**src/rtl/mc_mem_pkg.sv**
```systemverilog
// Shared constants and types for the multi-core memory arbiter.
package mc_mem_pkg;

  localparam int unsigned N_CORES    = 4;
  localparam int unsigned WIDTH      = 12;
  localparam int unsigned DEPTH      = 256;
  localparam int unsigned ADDR_WIDTH = $clog2(DEPTH);
  localparam int unsigned CORE_W     = $clog2(N_CORES);

  typedef enum logic {
    UNLOCKED = 1'b0,
    LOCKED   = 1'b1
  } lock_state_e;

  typedef logic [CORE_W-1:0] core_id_t;

  // Successor in round-robin order, wrapping N_CORES-1 -> 0.
  function automatic core_id_t next_core(input core_id_t i);
    if (i == core_id_t'(N_CORES - 1)) begin
      return '0;
    end
    return i + core_id_t'(1);
  endfunction

endpackage

```
**src/rtl/rr_picker.sv**
```systemverilog
// Combinational round-robin picker: first masked request at or after base.
module rr_picker
  import mc_mem_pkg::*;
(
  input  logic [N_CORES-1:0] req,
  input  logic [N_CORES-1:0] mask,
  input  core_id_t           base,
  output logic [N_CORES-1:0] gnt,
  output core_id_t           idx,
  output logic               valid
);

  logic [N_CORES-1:0] eligible;
  core_id_t           cand;

  assign eligible = req & mask;

  always_comb begin
    valid = 1'b0;
    idx   = base;
    cand  = base;
    for (int k = 0; k < N_CORES; k++) begin
      if (!valid && eligible[cand]) begin
        valid = 1'b1;
        idx   = cand;
      end
      cand = next_core(cand);
    end
  end

  always_comb begin
    gnt = '0;
    for (int i = 0; i < N_CORES; i++) begin
      gnt[i] = valid && (idx == core_id_t'(i));
    end
  end

endmodule

```
**src/rtl/ram_arbiter.sv**
```systemverilog
// Round-robin arbiter sharing one single-port RAM between cores, with short
// grant locking for atomic read-modify-write sequences.
module ram_arbiter
  import mc_mem_pkg::*;
#(
  parameter int unsigned LOCK_MAX = 4
) (
  input  logic                          clk,
  input  logic                          rstN,
  input  logic [N_CORES-1:0]            req,
  input  logic [N_CORES-1:0]            lock,
  input  logic [N_CORES-1:0]            wrEn,
  input  logic [N_CORES*ADDR_WIDTH-1:0] addr,
  input  logic [N_CORES*WIDTH-1:0]      dataIn,
  output logic [N_CORES-1:0]            gnt,
  output logic [N_CORES-1:0]            rdValid,
  output logic [WIDTH-1:0]              rdData,
  output logic                          ram_wrEn,
  output logic [ADDR_WIDTH-1:0]         ram_addr,
  output logic [WIDTH-1:0]              ram_dataIn,
  input  logic [WIDTH-1:0]              ram_dataOut
);

  localparam int unsigned CNT_W = $clog2(LOCK_MAX + 1);

  core_id_t           rr_ptr_q, rr_ptr_d;
  core_id_t           owner_q, owner_d;
  lock_state_e        state_q, state_d;
  logic [CNT_W-1:0]   lock_cnt_q, lock_cnt_d;
  logic [N_CORES-1:0] rd_valid_q, rd_valid_d;

  logic [ADDR_WIDTH-1:0] addr_arr [N_CORES];
  logic [WIDTH-1:0]      data_arr [N_CORES];

  logic               hold;
  core_id_t           base;
  logic [N_CORES-1:0] mask;
  logic [N_CORES-1:0] pick_gnt;
  core_id_t           pick_idx;
  logic               pick_valid;
  core_id_t           sel;
  logic               any;
  logic               active;

  always_comb begin
    for (int i = 0; i < N_CORES; i++) begin
      addr_arr[i] = addr[i*ADDR_WIDTH +: ADDR_WIDTH];
      data_arr[i] = dataIn[i*WIDTH +: WIDTH];
    end
  end

  // Locked owner keeps the RAM while it still asks and the budget lasts.
  assign hold = (state_q == LOCKED) && req[owner_q] && lock[owner_q] &&
                (lock_cnt_q < CNT_W'(LOCK_MAX));

  // On release the owner is skipped and the search starts just past it.
  always_comb begin
    mask = '1;
    base = rr_ptr_q;
    if (state_q == LOCKED) begin
      mask[owner_q] = 1'b0;
      base          = next_core(owner_q);
    end
  end

  rr_picker u_rr_picker (
    .req   (req),
    .mask  (mask),
    .base  (base),
    .gnt   (pick_gnt),
    .idx   (pick_idx),
    .valid (pick_valid)
  );

  assign sel    = hold ? owner_q : pick_idx;
  assign any    = hold | pick_valid;
  assign active = any & rstN;

  always_comb begin
    gnt = '0;
    if (rstN) begin
      gnt = hold ? '0 : pick_gnt;
      if (hold) begin
        gnt[owner_q] = 1'b1;
      end
    end
  end

  assign ram_wrEn   = active & wrEn[sel];
  assign ram_addr   = active ? addr_arr[sel] : '0;
  assign ram_dataIn = active ? data_arr[sel] : '0;
  assign rdValid    = rd_valid_q;
  assign rdData     = ram_dataOut;

  always_comb begin
    rr_ptr_d   = rr_ptr_q;
    owner_d    = owner_q;
    state_d    = state_q;
    lock_cnt_d = lock_cnt_q;
    rd_valid_d = '0;
    if (any && !wrEn[sel]) begin
      rd_valid_d[sel] = 1'b1;
    end
    if (hold) begin
      lock_cnt_d = lock_cnt_q + CNT_W'(1);
    end else begin
      state_d    = UNLOCKED;
      lock_cnt_d = '0;
      if (state_q == LOCKED) begin
        rr_ptr_d = next_core(owner_q);
      end
      if (pick_valid) begin
        if (lock[pick_idx]) begin
          state_d    = LOCKED;
          owner_d    = pick_idx;
          lock_cnt_d = CNT_W'(1);
        end else begin
          rr_ptr_d = next_core(pick_idx);
        end
      end
    end
  end

  always_ff @(posedge clk or negedge rstN) begin
    if (!rstN) begin
      rr_ptr_q   <= '0;
      owner_q    <= '0;
      state_q    <= UNLOCKED;
      lock_cnt_q <= '0;
      rd_valid_q <= '0;
    end else begin
      rr_ptr_q   <= rr_ptr_d;
      owner_q    <= owner_d;
      state_q    <= state_d;
      lock_cnt_q <= lock_cnt_d;
      rd_valid_q <= rd_valid_d;
    end
  end

endmodule

```
**config.mk**
```make
export PLATFORM = sky130hd
export DESIGN_NAME = ram_arbiter
export DESIGN_NICKNAME = d
export VERILOG_FILES = /design/src/rtl/mc_mem_pkg.sv /design/src/rtl/rr_picker.sv /design/src/rtl/ram_arbiter.sv
export SDC_FILE = /design/constraint.sdc
export NUM_CORES = 1
export LEC_CHECK = 0
export ABC_AREA = 1
export BUFFER_PORTS_ARGS = -buffer_cell sky130_fd_sc_hd__buf_2
export CAP_MARGIN = 15
export CORE_MARGIN = 1.5
export CORE_UTILIZATION = 48
export CTS_BUF_LIST = sky130_fd_sc_hd__clkbuf_8
export CTS_CLUSTER_DIAMETER = 150
export DETAILED_ROUTE_END_ITERATION = 7
export GPL_TIMING_DRIVEN = 0
export HOLD_SLACK_MARGIN = 0.03
export PLACE_DENSITY = 0.86
export SLEW_MARGIN = 20
export SYNTH_ARGS = -nofsm -noshare
export SYNTH_HDL_FRONTEND = slang
export SYNTH_HIERARCHICAL = 1
export SYNTH_SLANG_ARGS = --single-unit
```
**constraint.sdc**
```tcl
create_clock -name clk -period 5.83 [get_ports clk]
set_input_delay 0.583 -clock clk [delete_from_list [all_inputs] [get_ports clk]]
set_output_delay 0.583 -clock clk [all_outputs]
set_load 0.05 [all_outputs]
```
# Yosys cells after proc, flatten, opt, wreduce, memory -nomap -nowiden
# Index checks and enable logic that the tools add are counted.
[op_classes]
addsub = 6
order_cmp = 11
eq_ne = 7
n_mux = 71
n_bitwise = 8
n_reduce_logical = 19
[op_table]
columns = ["operator", "n"]
rows = [
  ["2-bit 2-to-1 mux", 19],
  ["12-bit 2-to-1 mux", 3],
  ["1-bit 2-to-1 mux", 28],
  ["12-bit binary-select mux with 2-bit select", 1],
  ["8-bit 2-to-1 mux", 3],
  ["2-bit by 3-bit < comparator with 1-bit output (second input constant)", 7],
  ["4-bit 2-to-1 mux", 5],
  ["1-bit binary-select mux with 2-bit select", 8],
  ["8-bit binary-select mux with 2-bit select", 1],
  ["1-bit logical AND", 13],
  ["2-bit equality test (second input constant)", 6],
  ["2-bit by 1-bit adder with 2-bit output (second input constant)", 5],
  ["4-bit AND", 1],
  ["1-bit demux with 2-bit select", 2],
  ["2-bit by 1-bit greater-or-equal comparator with 1-bit output (second input constant)", 2],
  ["1-bit logical NOT", 4],
  ["4-bit NOT", 1],
  ["4-bit OR", 1],
  ["3-bit by 1-bit adder with 3-bit output (second input constant)", 1],
  ["3-bit greater-or-equal comparator (second input constant)", 1],
  ["3-bit < comparator (second input constant)", 1],
  ["3-bit 2-to-1 mux", 1],
  ["2-bit NOT with 3-bit output", 1],
  ["3-bit AND reduction", 1],
  ["5 further kinds", 6],
]
[totals]
register_bits = 12
input_bits = 106
output_inout_bits = 41

# Depth between registers and ports, before layout
[logic_depth]
word_depth = 27
ltp_mapped = 25
depth_no_buf = 24

# Hierarchy
# The synthesis kept the hierarchy.
[modules_own_cells]
columns = ["mod", "instances", "cells_each", "area_each_um2"]
rows = [
  ["ram_arbiter", 1, 321, 1889.3],
  ["rr_picker", 1, 82, 445.4],
]

# Worst setup path after synthesis
# Ideal clock, no wire load.
[synth_path]
path_kind = "register to output"
start = "register owner_q[0]"
end = "output ram_wrEn"
arrival_time_ns = 3.452
setup_slack_ns = 1.795
path_stages_with_launch = 22
cell_sequence = "dfrtp_1 > inv_2 > ha_1 > mux2i_1 > inv_1 > ha_1 > inv_1 > nand2_2 > nand2_2 > o21ai_1 > nand2_2 > nand2_1 > nand2_2 > nand2_2 > nand2_2 > inv_1 > nand2_1 > nand2_2 > nand2_1 > nand2_1 > nand2_1 > a21oi_1"
[synth_rtl]
columns = ["element", "line", "source"]
rows = [
  ["start: declaration", "ram_arbiter.sv:27", "core_id_t owner_q, owner_d;"],
  ["start signal: assignment", "ram_arbiter.sv:133", "owner_q <= owner_d;"],
  ["2-bit equality test", "mc_mem_pkg.sv:19", "if (i == core_id_t'(N_CORES - 1)) begin"],
  ["1-bit 2-to-1 mux", "mc_mem_pkg.sv:19", ""],
  ["1-bit 2-to-1 mux", "ram_arbiter.sv:60", "if (state_q == LOCKED) begin"],
  ["2-bit 2-to-1 mux *", "mc_mem_pkg.sv:22", "return i + core_id_t'(1);"],
  ["2-bit 2-to-1 mux *", "ram_arbiter.sv:60", ""],
  ["net base[1]", "ram_arbiter.sv:36", "core_id_t base;"],
  ["branches (longest 12 deep; another with 2-bit by 1-bit adder with 2-bit output)", "--", ""],
  ["2-bit 2-to-1 mux *", "rr_picker.sv:23", "if (!valid && eligible[cand]) begin"],
  ["net pick_idx[0]", "ram_arbiter.sv:39", "core_id_t pick_idx;"],
  ["2-bit 2-to-1 mux *", "ram_arbiter.sv:75", "assign sel = hold ? owner_q : pick_idx;"],
  ["1-bit binary-select mux with 2-bit select *", "ram_arbiter.sv:89", "assign ram_wrEn = active & wrEn[sel];"],
  ["1-bit 2-to-1 mux (implied by the code) *", "ram_arbiter.sv:89", ""],
  ["1-bit AND *", "ram_arbiter.sv:89", ""],
  ["end: declaration", "ram_arbiter.sv:18", "output logic ram_wrEn,"],
]
# Mark *: on every way through the listed nets, which the timed path passes. The select of a mux whose other input is x is not followed.

# Worst setup path in the final report
[layout_path]
start = "register owner_q[0]"
end = "output ram_dataIn[1]"
[layout_between]
elab_chain_len = 25
[layout_rtl]
columns = ["element", "line", "source"]
rows = [
  ["2-bit by 3-bit < comparator with 1-bit output (implied by the code) or 2-bit by 1-bit greater-or-equal comparator with 1-bit output (tied branches)", "ram_arbiter.sv:61", "mask[owner_q] = 1'b0;"],
  ["1-bit logical AND (implied by the code)", "ram_arbiter.sv:61", ""],
  ["1-bit 2-to-1 mux (implied by the code)", "ram_arbiter.sv:61", ""],
  ["1-bit demux with 2-bit select *", "ram_arbiter.sv:61", ""],
  ["4-bit NOT (no source line) *", "--", ""],
  ["4-bit 2-to-1 mux *", "ram_arbiter.sv:60", ""],
  ["net mask[3]", "ram_arbiter.sv:37", "logic [N_CORES-1:0] mask;"],
  ["4-bit AND *", "rr_picker.sv:16", "assign eligible = req & mask;"],
  ["(+10 left out)", "--", ""],
  ["1-bit logical AND", "rr_picker.sv:23", ""],
  ["2-bit 2-to-1 mux *", "rr_picker.sv:23", ""],
  ["net pick_idx[0]", "ram_arbiter.sv:39", ""],
  ["2-bit 2-to-1 mux *", "ram_arbiter.sv:75", ""],
  ["2-bit NOT with 3-bit output (implied by the code) *", "ram_arbiter.sv:91", "assign ram_dataIn = active ? data_arr[sel] : '0;"],
  ["12-bit binary-select mux with 2-bit select *", "ram_arbiter.sv:91", ""],
  ["12-bit 2-to-1 mux (implied by the code) * (2 in a row)", "ram_arbiter.sv:91", ""],
  ["12-bit 2-to-1 mux *", "ram_arbiter.sv:91", ""],
  ["end: declaration", "ram_arbiter.sv:20", "output logic [WIDTH-1:0] ram_dataIn,"],
]
# The timed path passes the listed nets; every way through them passes the cells marked *. The select of a mux whose other input is x is not followed.

==> impl_results.md <==
- Status: completed
- Syn_nets: around 520
- Post-detail-place hpwl: between 5000 and 6000 um
- Number of vias per cell: approximately 5
- Worst-path cell chain: ha_1, nand2_1, o21ai_0, inv_1, ha_1, inv_1, nand2_2, nand2_2, nand2_1, inv_1, nor2_4, nand3_4, nand3_2, nand2_2, inv_1, nand2_1, nand2_2, buf_2, nand2_1, nand2_1, nand2_1, a21oi_2, buf_2
- CTS tree: yes
- Share of layout cells above drive strength 1: 43.7%
- Diodes inserted: 0
- Seq/Total Area, Yosys: between 10% and 20%
- Post-route clock period utilization: about four fifths
- Tmin final: between 4 and 5 ns
- I/O pins: ~150
- Global placement routability congestion: between 0.9 and 1
- Worst endpoint required time: around 5.3 ns
- Post-CTS Resized: 0
- Endpoint kind of the worst setup timing path: output port
- Gr usage total: 24.6%
- Synth cell count leaders: nand2_1 (200), nand2_2 (31), inv_1 (25)
- Die Area: 0.00529 mm2
- Post-synth EDFFs: 0
- Reg clk slew, reported paths: around 0.050 ns
- DR vias: 2,943
- Unrepaired setup endpoints after global routing: false
- Setup CP Type: reg -> out
- Post-layout util: ~66%
- Slew @ Worst Pin: between 0.4 and 0.5 ns
- Met1 Use GR: 29.9%
- Row cnt: 25
- Total CTS buffers: 3
- Hold WC Path Type: in -> async
- Final setup TNS: 0 ns
- Top_reg_cell synth: dfrtp_1
- Synth warn: 6
- DR WL/cell: roughly 11 um
- GRT overflow: 0
- DRT iter0 DRCs: approximately 110
- Initial antenna violation count: 0
- Max Clk Rate: about 210 MHz
- Cells after synthesis: 403
- CP delay by family, top: simple AND/OR/NAND/NOR gates
- TritonRoute pass-1 iters: 4
- Synth unique cells: 30
- GR met3 Demand/Resource: under 10%
- Final count of pins violating max slew: 0
- Peak per-stage delay on the critical path: about 0.50 ns
- Skew final: 0.00183 ns
- CP most frequent cell: nand2_1
- Fin area: between 0.003 and 0.004 mm2
- Area delta synth->final: 33.4%
- CP max FO: 10
- Count of final setup violators: 0
- CTS sink count: 12
- Crit path max-delay cell type: dfrtp_1
- CORE AREA: between 0.004 and 0.005 mm2
- Clock Latency Late Sink: 0.23 ns
- Clock buffer depth: 2
- Share of the synthesized area in the top cell type: around 32%
- Most used standard cell by instance count after synthesis: nand2_1
- Synth Register Bits: 12
- First-pass GRT wire length: approximately 11,000 um
- Worst setup SP type: flip-flop
- Largest net degree at the start of global routing: 18
- Antenna Violating Nets Remaining: 0
- Drt drc: 0
- Top cells by area, synth: nand2_1 (32%), dfrtp_1 (13%), nand2_2 (8.3%)
- Initial Util: approximately half
- Syn Area/Cell: just under 6 um2
- Port Buffers: between 100 and 150
- Die H: around 73 um
- Nets: about 660
- Ys async rst share: between 90% and 100%
- Relative slew slack: ~72%
- Met2 usage: 46.1%
- Leading area contributor after synthesis: nand2_1
- Vias in the first global route: 2,594
- WP buf/inv: 6
- Die W: roughly 73 um
- Max-cap check violation count: 0
- Placed Area: slightly above 0.003 mm2
- Setup bufs post-CTS: 0
- Final Hold Fails: 0
- Number of H-tree levels: 1
- Root buf cell: clkbuf_8
- CTS Hold Bufs: 0
- Mapped cell area: about 0.0023 mm2
- WP data arrival: just over 4 ns
- Global routing's busiest layer: met2
- Final WL: between 6000 and 7000 um
## worst register-to-register path, delay by kind of cell (launching register included)
family,cells,cell delay (ns)
AND/OR/NAND/NOR,13,1.26
adder cells (fa/ha/maj),2,0.70
flip-flops,1,0.50
AO/OA/AOI/OAI,3,0.49
buffers and inverters,4,0.56
## final cells by class
cell class / count / area [um2]
multi-input cells: 335 / 1710
fillers: 437 / 1580
repair buffers: 134 / 671
flip-flops and latches: 12 / 300
plain buffers: 29 / 228
inverters: 27 / 101
well taps: 54 / 67.6
clock buffers: 3 / 41.3
## sequential cells by signal, summed over array words and instances (netlist names)
register,count
rdValid,4
state_q,1
rr_ptr_q,2
lock_cnt_q,3
owner_q,2
## metrics by stage
step	cells	setup slack, ns	hold WS, ns
3_5_place_dp	591	1.43	0.479
5_1_grt	594	0.767	0.257
2_1_floorplan	403	1.80	0.287
3_3_place_gp	591	1.54	0.471
6_report	594	1.11	0.238
4_1_cts	594	1.16	0.246
## path summary, 6_finish.rpt
check / depth (start not counted) / slack, ns / start / to
min in group clk: 1 / 0.49 / lock_cnt_q[0] / lock_cnt_q[0]
max: 23 / 1.11 / owner_q[0] / ram_dataIn[1]
min reg2reg: 1 / 0.49 / lock_cnt_q[0] / lock_cnt_q[0]
min: 1 / 0.24 / rstN / lock_cnt_q[2]
max in group asynchronous: 1 / 5.35 / rstN / rdValid[1]
max reg2reg: 22 / 2.21 / owner_q[0] / rr_ptr_q[0]
## cells in the final DEF, fill, tap and decap left out
master      n
nor2_8      1
buf_2     143
nand2_1   200
nand3_1    22
clkbuf_1    1
buf_4      14
dfrtp_1    12
buf_12      2
nor2_4      1
nand2_2    31
o21ai_1     2
o21ai_0     9
inv_1      25
nand3_4     1
a21oi_2    20
mux2i_1     1
nor2_2      3
nor2_1     12
a31oi_1     1
a21oi_1     5
nand3_2     7
inv_2       2
nand2_8     1
o21ai_2     1
buf_6       3
nand3b_1    1
nand2_4     3
clkbuf_8    3
ha_1        7
nand4_1     5
o211ai_1    1
## logic make-up (layout without fill, tap and decap cells)
logic type	count (synthesis)	count (layout)	share of synthesized area [%]
and+or+nand+nor	288	288	57.0
buffers and inverters	56	193	14.1
AOI/OAI and AO/OA	39	39	11.9
DFF	12	12	12.9
adders and majority gates	7	7	3.75
muxes	1	1	0.429
## per-layer routing
layer,up-vias,routed length (um)
met3,6,294
met2,99,3550
met5,-,0
met1,1315,2800
li1,1523,-
met4,0,36
Power is left out: the tool's default activity adds up to more than one toggle a clock period on the data nets, which glitch-free logic cannot reach.
